===== src/rtl/seg7_scan_ctrl_if.sv =====
// Bundle of control inputs and display outputs for seg7_scan_ctrl.
// The driver (master) supplies value/load/enable and observes the display lines.
interface seg7_scan_ctrl_if;
  logic        en;
  logic        load;
  logic [15:0] value_in;
  logic [3:0]  dp_in;
  logic [6:0]  seg;
  logic        dp;
  logic [3:0]  an;
  logic        pending;
  logic        frame_tick;

  modport master (
    output en, load, value_in, dp_in,
    input  seg, dp, an, pending, frame_tick
  );

  modport slave (
    input  en, load, value_in, dp_in,
    output seg, dp, an, pending, frame_tick
  );
endinterface


===== src/rtl/seg7_scan_ctrl.sv =====
// 4-digit common-anode 7-segment scan controller with blanking guard and frame-aligned updates.
// Optional macro LEADING_ZERO_BLANK_EN suppresses leading-zero digits 3..1.
module seg7_scan_ctrl #(
  parameter int unsigned REFRESH_DIV  = 50000,
  parameter int unsigned BLANK_CYCLES = 16
) (
  input logic              clk,
  input logic              rst_n,
  seg7_scan_ctrl_if.slave  bus
);

  localparam int unsigned CntW = (REFRESH_DIV > 1) ? $clog2(REFRESH_DIV) : 1;

  typedef enum logic {StBlank, StDrive} slot_e;

  logic [CntW-1:0] cnt_q;
  logic [1:0]      idx_q;
  logic [15:0]     active_q, shadow_q;
  logic [3:0]      active_dp_q, shadow_dp_q;
  logic            pending_q;
  logic            frame_tick_q;
  logic [3:0]      an_q;
  logic [6:0]      seg_q;
  logic            dp_q;

  logic            term;
  logic            wrap;
  slot_e           slot_st;
  logic [3:0]      nib;
  logic            suppress;
  logic [6:0]      seg_dec;

  assign term    = (32'(cnt_q) == REFRESH_DIV - 1);
  assign wrap    = term && (idx_q == 2'd3);
  assign slot_st = (32'(cnt_q) >= BLANK_CYCLES) ? StDrive : StBlank;

  always_comb begin
    nib = 4'h0;
    unique case (idx_q)
      2'd0: nib = active_q[3:0];
      2'd1: nib = active_q[7:4];
      2'd2: nib = active_q[11:8];
      2'd3: nib = active_q[15:12];
      default: nib = 4'h0;
    endcase
  end

  always_comb begin
    suppress = 1'b0;
`ifdef LEADING_ZERO_BLANK_EN
    unique case (idx_q)
      2'd3: suppress = (active_q[15:12] == 4'h0);
      2'd2: suppress = (active_q[15:8] == 8'h00);
      2'd1: suppress = (active_q[15:4] == 12'h000);
      default: suppress = 1'b0;
    endcase
`endif
  end

  // abcdefg order, 0 = lit
  always_comb begin
    seg_dec = 7'b1111111;
    unique case (nib)
      4'h0: seg_dec = 7'b0000001;
      4'h1: seg_dec = 7'b1001111;
      4'h2: seg_dec = 7'b0010010;
      4'h3: seg_dec = 7'b0000110;
      4'h4: seg_dec = 7'b1001100;
      4'h5: seg_dec = 7'b0100100;
      4'h6: seg_dec = 7'b0100000;
      4'h7: seg_dec = 7'b0001111;
      4'h8: seg_dec = 7'b0000000;
      4'h9: seg_dec = 7'b0000100;
      4'hA: seg_dec = 7'b0001000;
      4'hB: seg_dec = 7'b1100000;
      4'hC: seg_dec = 7'b0110001;
      4'hD: seg_dec = 7'b1000010;
      4'hE: seg_dec = 7'b0110000;
      4'hF: seg_dec = 7'b0111000;
      default: seg_dec = 7'b1111111;
    endcase
  end

  always_ff @(posedge clk or negedge rst_n) begin
    if (!rst_n) begin
      cnt_q        <= '0;
      idx_q        <= 2'd0;
      active_q     <= 16'h0000;
      shadow_q     <= 16'h0000;
      active_dp_q  <= 4'h0;
      shadow_dp_q  <= 4'h0;
      pending_q    <= 1'b0;
      frame_tick_q <= 1'b0;
      an_q         <= 4'b1111;
      seg_q        <= 7'b1111111;
      dp_q         <= 1'b1;
    end else if (!bus.en) begin
      cnt_q        <= '0;
      idx_q        <= 2'd0;
      frame_tick_q <= 1'b0;
      an_q         <= 4'b1111;
      seg_q        <= 7'b1111111;
      dp_q         <= 1'b1;
      // Nothing is scanning, so a load can take effect at once.
      if (bus.load) begin
        active_q    <= bus.value_in;
        active_dp_q <= bus.dp_in;
        pending_q   <= 1'b0;
      end
    end else begin
      cnt_q        <= term ? '0 : cnt_q + 1'b1;
      idx_q        <= term ? idx_q + 2'd1 : idx_q;
      frame_tick_q <= wrap;
      if (wrap) begin
        pending_q <= 1'b0;
        if (bus.load) begin
          active_q    <= bus.value_in;
          active_dp_q <= bus.dp_in;
        end else if (pending_q) begin
          active_q    <= shadow_q;
          active_dp_q <= shadow_dp_q;
        end
      end else if (bus.load) begin
        shadow_q    <= bus.value_in;
        shadow_dp_q <= bus.dp_in;
        pending_q   <= 1'b1;
      end
      unique case (slot_st)
        StBlank: begin
          an_q  <= 4'b1111;
          seg_q <= 7'b1111111;
          dp_q  <= 1'b1;
        end
        StDrive: begin
          an_q  <= ~(4'b0001 << idx_q);
          seg_q <= suppress ? 7'b1111111 : seg_dec;
          dp_q  <= ~active_dp_q[idx_q];
        end
        default: begin
          an_q  <= 4'b1111;
          seg_q <= 7'b1111111;
          dp_q  <= 1'b1;
        end
      endcase
    end
  end

  assign bus.an         = an_q;
  assign bus.seg        = seg_q;
  assign bus.dp         = dp_q;
  assign bus.pending    = pending_q;
  assign bus.frame_tick = frame_tick_q;

endmodule


===== src/flat_wrapper.sv =====
// flat-port wrapper written by rule: the top's interface ports become plain ports
module seg7_scan_ctrl_flat 
#(
  parameter int unsigned REFRESH_DIV  = 50000,
  parameter int unsigned BLANK_CYCLES = 16
)
  (clk, rst_n, bus_en, bus_load, bus_value_in, bus_dp_in, bus_seg, bus_dp, bus_an, bus_pending, bus_frame_tick);
  seg7_scan_ctrl_if bus_i ();
  input logic clk;
  input logic rst_n;
  input wire logic [$bits(bus_i.en)-1:0] bus_en;
  input wire logic [$bits(bus_i.load)-1:0] bus_load;
  input wire logic [$bits(bus_i.value_in)-1:0] bus_value_in;
  input wire logic [$bits(bus_i.dp_in)-1:0] bus_dp_in;
  output wire logic [$bits(bus_i.seg)-1:0] bus_seg;
  output wire logic [$bits(bus_i.dp)-1:0] bus_dp;
  output wire logic [$bits(bus_i.an)-1:0] bus_an;
  output wire logic [$bits(bus_i.pending)-1:0] bus_pending;
  output wire logic [$bits(bus_i.frame_tick)-1:0] bus_frame_tick;
  assign bus_i.en = bus_en;
  assign bus_i.load = bus_load;
  assign bus_i.value_in = bus_value_in;
  assign bus_i.dp_in = bus_dp_in;
  assign bus_seg = bus_i.seg;
  assign bus_dp = bus_i.dp;
  assign bus_an = bus_i.an;
  assign bus_pending = bus_i.pending;
  assign bus_frame_tick = bus_i.frame_tick;
  seg7_scan_ctrl #(.REFRESH_DIV(REFRESH_DIV), .BLANK_CYCLES(BLANK_CYCLES)) u_core (.clk(clk), .rst_n(rst_n), .bus(bus_i));
endmodule

===== config.mk =====
export PLATFORM = sky130hd
export DESIGN_NAME = seg7_scan_ctrl_flat
export DESIGN_NICKNAME = d
export VERILOG_FILES = /design/src/rtl/seg7_scan_ctrl_if.sv /design/src/rtl/seg7_scan_ctrl.sv /design/src/flat_wrapper.sv
export SDC_FILE = /design/constraint.sdc
export NUM_CORES = 1
export LEC_CHECK = 0
export CORE_UTILIZATION = 30
export CTS_CLUSTER_SIZE = 10
export DETAILED_ROUTE_END_ITERATION = 8
export SYNTH_ARGS = -nofsm -noshare
export SYNTH_HDL_FRONTEND = slang
export SYNTH_SLANG_ARGS = --single-unit

===== constraint.sdc =====
create_clock -name clk -period 3.09 [get_ports clk]
set_input_delay 0.618 -clock clk [delete_from_list [all_inputs] [get_ports clk]]
set_output_delay 0.618 -clock clk [all_outputs]
set_load 0.1 [all_outputs]

# == Word-level counts from Yosys, hierarchy flattened ==
# Memory sizes are Yosys's and may differ from the RTL's.
# Index checks and enable logic that the tools add are counted.
# classes
n_addsub,2
magnitude_cmp,2
eq_ne,7
shift,1
mux,29
bitwise,4
reduce_logical,7
# op_table
op,count
2-to-1 mux 16 bit,7
2-to-1 mux 4 bit,6
"adder 16 x 1 -> 16 bit, second input constant",1
"== test 16 bit, second input constant",1
"greater-or-equal comparator 16 x 5 -> 1 bit, second input constant",1
one-hot mux 4 bit (4 select lines),1
one-hot mux 7 bit (2 select lines),1
2-to-1 mux 1 bit,8
one-hot mux 4 bit (2 select lines),1
2-to-1 mux 7 bit,1
AND reduction 3 bit,2
"== test 2 bit, second input constant",2
2-to-1 mux 2 bit,2
"inequality test 2 x 1 -> 1 bit, second input constant",2
NOT 4 bit,1
nonzero test 2 bit,2
"<< shifter 1 x 2 -> 4 bit, first input constant",1
"< comparator 2 x 3 -> 1 bit, second input constant",1
"inequality test 3 x 2 -> 1 bit, second input constant",1
NOT 1 bit,3
"adder 2 x 1 -> 2 bit, second input constant",1
binary-select mux 1 bit (select 2 bit),1
"== test 2 x 1 -> 1 bit, second input constant",1
zero test 2 bit,1
3 further kinds,3
# totals
register_bits,72
rom_bits,112
word_cells,64
memories,1
# mem_list
memory,words,width,read_ports,rd_ports_with_merged_regs,write_ports,line_no,rtl
(no name shown),16,7,1,0,0,seg7_scan_ctrl.sv:63,unique case (nib)

# == Longest topological paths before layout ==
# logic_depth
ltp_word,5
mapped_depth,11

# == Least setup slack after synthesis ==
# Ideal clock, no wire load.
# synth_timing
kind,register to register
start,register u_core.idx_q[0]
end,register u_core.active_dp_q[3]
arrival_ns,2.324
required_time_ns,2.965
setup_slack_ns,0.641
path_stages_with_launch,7
path_cell_list,dfrtp_1 ha_1 or4b_2 or4_4 a21oi_2 buf_4 mux2_2
# synth_via
elab_chain_cells,4
word_cells_on_any_way,5
cone_classes,eq/ne (3); reduce/logical (2)
# synth_lines
item,line_no,rtl
"start, declared",seg7_scan_ctrl.sv:17,logic [1:0] idx_q;
"start signal, assigned",seg7_scan_ctrl.sv:112,idx_q <= term ? idx_q + 2'd1 : idx_q;
== test 2 bit (*),seg7_scan_ctrl.sv:34,assign wrap = term && (idx_q == 2'd3);
logical AND 1 bit (*),seg7_scan_ctrl.sv:34,
inequality test 3 x 2 -> 1 bit (no line) / inequality test 2 x 1 -> 1 bit (equally long branches),n/a,
AND reduction 3 bit (no line) (*),n/a,
"end signal, assigned",seg7_scan_ctrl.sv:107,active_dp_q <= bus.dp_in;
"end signal, assigned",seg7_scan_ctrl.sv:118,active_dp_q <= bus.dp_in;
"end signal, assigned",seg7_scan_ctrl.sv:121,active_dp_q <= shadow_dp_q;
"end, declared",seg7_scan_ctrl.sv:19,"logic [3:0] active_dp_q, shadow_dp_q;"
# Every way passes the cells marked *; elsewhere a longest branch is shown, timed or not.
# A chain may end at the register's enable or synchronous reset.

# == Worst setup path in the final report ==
# layout_timing
start,register u_core.idx_q[0]
end,register u_core.active_q[0]
# layout_via
elab_chain_cells,4
word_cells_on_any_way,5
cone_classes,eq/ne (3); reduce/logical (2)
# layout_lines
item,line_no,rtl
== test 2 bit (*),seg7_scan_ctrl.sv:34,
logical AND 1 bit (*),seg7_scan_ctrl.sv:34,
inequality test 3 x 2 -> 1 bit (no line) / inequality test 2 x 1 -> 1 bit (equally long branches),n/a,
AND reduction 3 bit (no line) (*),n/a,
"end signal, assigned",seg7_scan_ctrl.sv:106,active_q <= bus.value_in;
"end signal, assigned",seg7_scan_ctrl.sv:117,active_q <= bus.value_in;
"end signal, assigned",seg7_scan_ctrl.sv:120,active_q <= shadow_q;
"end, declared",seg7_scan_ctrl.sv:18,"logic [15:0] active_q, shadow_q;"
# Marks and branches as above.

==> flow_summary.toml <==
[outcome]
outcome = "finished, final reports clean"

[grt]
grt_pass1_vias = 2536
grt_use_met3_pct = 3.267
grtUsageTotal_pct = 12.76
grt_max_degree = 40
gr-usage-met1_pct = 16.15
gr-usage-met2_pct = 20.29
busiest_layer = "met2"
grt-ovfl-total = 0
grt_pass1_wl_mm = 12.59
antenna_found_initial = 0

[worst_setup_path]
worstPathArrival_ps = 2900
path_buf_inv = 1
critPathMaxStageDelay_ps = 600
worstPathRequired_ps = 3310
cp-end-kind = "flip-flop"
cp_cell_sequence = "ha_1, or4b_2, or4_4, a21oi_2, buf_4, mux2_2"
cp-start-kind = "flip-flop"
path_max_fanout = 20
critical-path-top-delay-family = "simple AND/OR/NAND/NOR gates"
critPathKind = "reg2reg"
slowest_stage = "or4b_2"

[final_layout]
synthToLayoutAreaGrowth_pct = 21.71
n_fill_cell = 1207
multi_input_area_um2 = 1737
n_antenna_cell = 0
drive_above_1_share_pct = 33.52
postLayoutCellArea_um2 = 4503
register_area_um2 = 1817
nets = 381

[synthesis]
postSynthAreaPerCell_um2 = 12.29
syn-num-nets = 338
ys_seq_area_share_pct = 49.10
syn_inst = 301
synth_warnings = 0
yosysTopAreaCell = "dfrtp_1"
synth_edf_count = 0
ys_top_cells_by_area = "dfrtp_1 (41%), mux2_2 (12%), dfstp_2 (8.5%)"
ys_ff_latch = 72
synthFlopType = "dfrtp_1"
ys_types = 44
syn_area_um2 = 3700
async_reset_ff_share_pct = 100.0
synth_top_area_share_pct = 40.58

[timing]
rsz0062_at_grt = "no"
fin_setup_tns_ps = 0
tightest_slew_ps = 790.3
layout_min_cycle_time_ps = 2685
fin_skew_ps = 6.903
setup_violations = 0
post-route-period-util_pct = 86.90
finalHoldViolations = 0
clock.fmax_mhz = 372.4
worst_slew_margin_rel_pct = 47.32
slew_viol_final = 0

[power_and_ir_drop]
p_total_mw = 2.562
ir_drop_mv = 0.2653
p_leak_nw = 1.878
power_density_nw_per_um2 = 569.0

[floorplan]
die_h_um = 113.1
die_area_um2 = 12780
die-width_um = 113.1
initial_core_util_pct = 30.80
io_pins = 38
coreArea_um2 = 12010
rows = 40

[place]
port_buffers = 37
placed_area_um2 = 4185
hpwl_mm = 5.177
place_congestion = 0.8582

[job]
cap_viol_max_count = 0

[routing]
wl_mm = 7.323
num_vias = 2416
drt_iter0_drc = 45
dr.pass1.iters = 4
drtAntennaViolNets = 0
wl_per_cell_um = 14.76
drc = 0
vias_per_cell = 4.871

[cts]
post_cts_resized = 0
cts_inserted_buffers = 9
cts_buffer_depth = 2
hold_buffers = 0
cts_tree = "done"
clock_sinks = 72
h-tree-depth = 3
root_buffer = "clkbuf_16"
postCtsSetupBuffers = 0
clk_latency_ps = 330
cts.reportedPaths.clkPinSlew_ps = 60

[worst_hold_path]
min-delay-path-class = "in2async"
kinds of logic (layout without fill, tap and decap cells):
logic type	after synthesis	count (layout)	share of synthesized area [%]
xor gates and xnor gates	12	12	2.841
muxes	66	66	22.18
adders and majority gates	13	13	4.396
DFF	72	72	49.10
buffers and inverters	27	75	3.957
AOI/OAI and AO/OA	41	41	7.643
and+or+nand+nor	70	70	9.875
report_power, final:
| group | internal [mW] | switching (mW) | leakage, nW | total [mW] |
|---|---|---|---|---|
| Combinational | 0.211 | 0.173 | 0.853 | 0.385 |
| Sequential | 1.04 | 0.0585 | 0.871 | 1.10 |
| Clock | 0.690 | 0.388 | 0.155 | 1.08 |
| Total | 1.94 | 0.620 | 1.88 | 2.56 |
routing by layer:
layer,up-vias,routed length (µm),share of wire [%]
met5,-,0,0
met4,0,165,2.3
met3,17,240,3.3
met2,29,3446,47
met1,1205,3471,47
li1,1165,-,-
registers in the layout (all words and copies together), names as in the netlist:
name,count
u_core.active_q,16
u_core.cnt_q,16
u_core.shadow_q,16
u_core.bus.seg,7
u_core.active_dp_q,4
u_core.bus.an,4
u_core.shadow_dp_q,4
u_core.idx_q,2
u_core.bus.dp,1
u_core.bus.frame_tick,1
u_core.bus.pending,1
worst register-to-register path, cell delays in order, from the launching register on:
cell and delay (ps):
dfrtp_1 430, ha_1 300, or4b_2 600, or4_4 450
a21oi_2 140, buf_4 280, mux2_2 380
layout make-up:
| type | instances | share of cell area (%) |
|---|---|---|
| multi-input cells | 202 | 38.57 |
| well taps | 147 | 4.084 |
| flip-flops and latches | 72 | 40.34 |
| clock inverters | 4 | 1.139 |
| clock buffers | 12 | 5.918 |
| repair buffers | 43 | 8.614 |
| inverters | 16 | 1.334 |
cells in the mapped netlist (all sizes together), types with 5 or more instances:
| library cell | count |
|---|---|
| nand3 | 9 |
| nand2 | 12 |
| dfrtp | 60 |
| nor2 | 20 |
| a211oi | 5 |
| mux2 | 58 |
| nand4 | 5 |
| dfstp | 12 |
| a21oi | 11 |
| o21ai | 8 |
| mux2i | 7 |
| ha | 13 |
| inv | 16 |
| xnor2 | 10 |
| clkbuf | 6 |
| buf | 5 |
layout by cell type, fill, tap and decap left out, drive strengths merged, types with 2 or more instances in the layout:
cell	count
xor2	2
ha	13
buf	21
or3	3
o221ai	3
or4	4
a22oi	4
xnor2	10
o21ai	8
dfstp	12
a222oi	2
a21o	2
nand2	12
inv	16
nor4	4
a21oi	11
clkdlybuf4s50	22
or2	3
mux2	58
dfrtp	60
nand3	9
nand4	5
a211oi	5
nor2b	3
clkbuf	12
nor3	3
nor2	20
clkinv	2
mux2i	7
through the flow:
step | utilization, % | hold WS (ps) | setup slack (ps) | cells
after floorplan | - | 322.4 | 641.3 | 301
after global placement | 34.84 | 467.3 | 434.0 | 480
after detailed placement | 34.84 | 479.2 | 381.8 | 480
after CTS | 37.49 | 389.4 | 370.2 | 496
after global routing | 37.49 | 418.2 | 92.26 | 496
final | 37.49 | 365.3 | 404.7 | 496
final timing paths:
check	start	to	cells after the start	slack [ps]
max	u_core.idx_q[0]	u_core.active_q[0]	6	400
min in group clk	u_core.cnt_q[0]	u_core.cnt_q[0]	1	480
max reg2reg	u_core.idx_q[0]	u_core.active_q[0]	6	400
min	rst_n	u_core.cnt_q[12]	1	370
max in group asynchronous	rst_n	u_core.bus.an[1]	2	1980
min reg2reg	u_core.cnt_q[0]	u_core.cnt_q[0]	1	480
No activity file was read; power rests on OpenSTA's default activity.
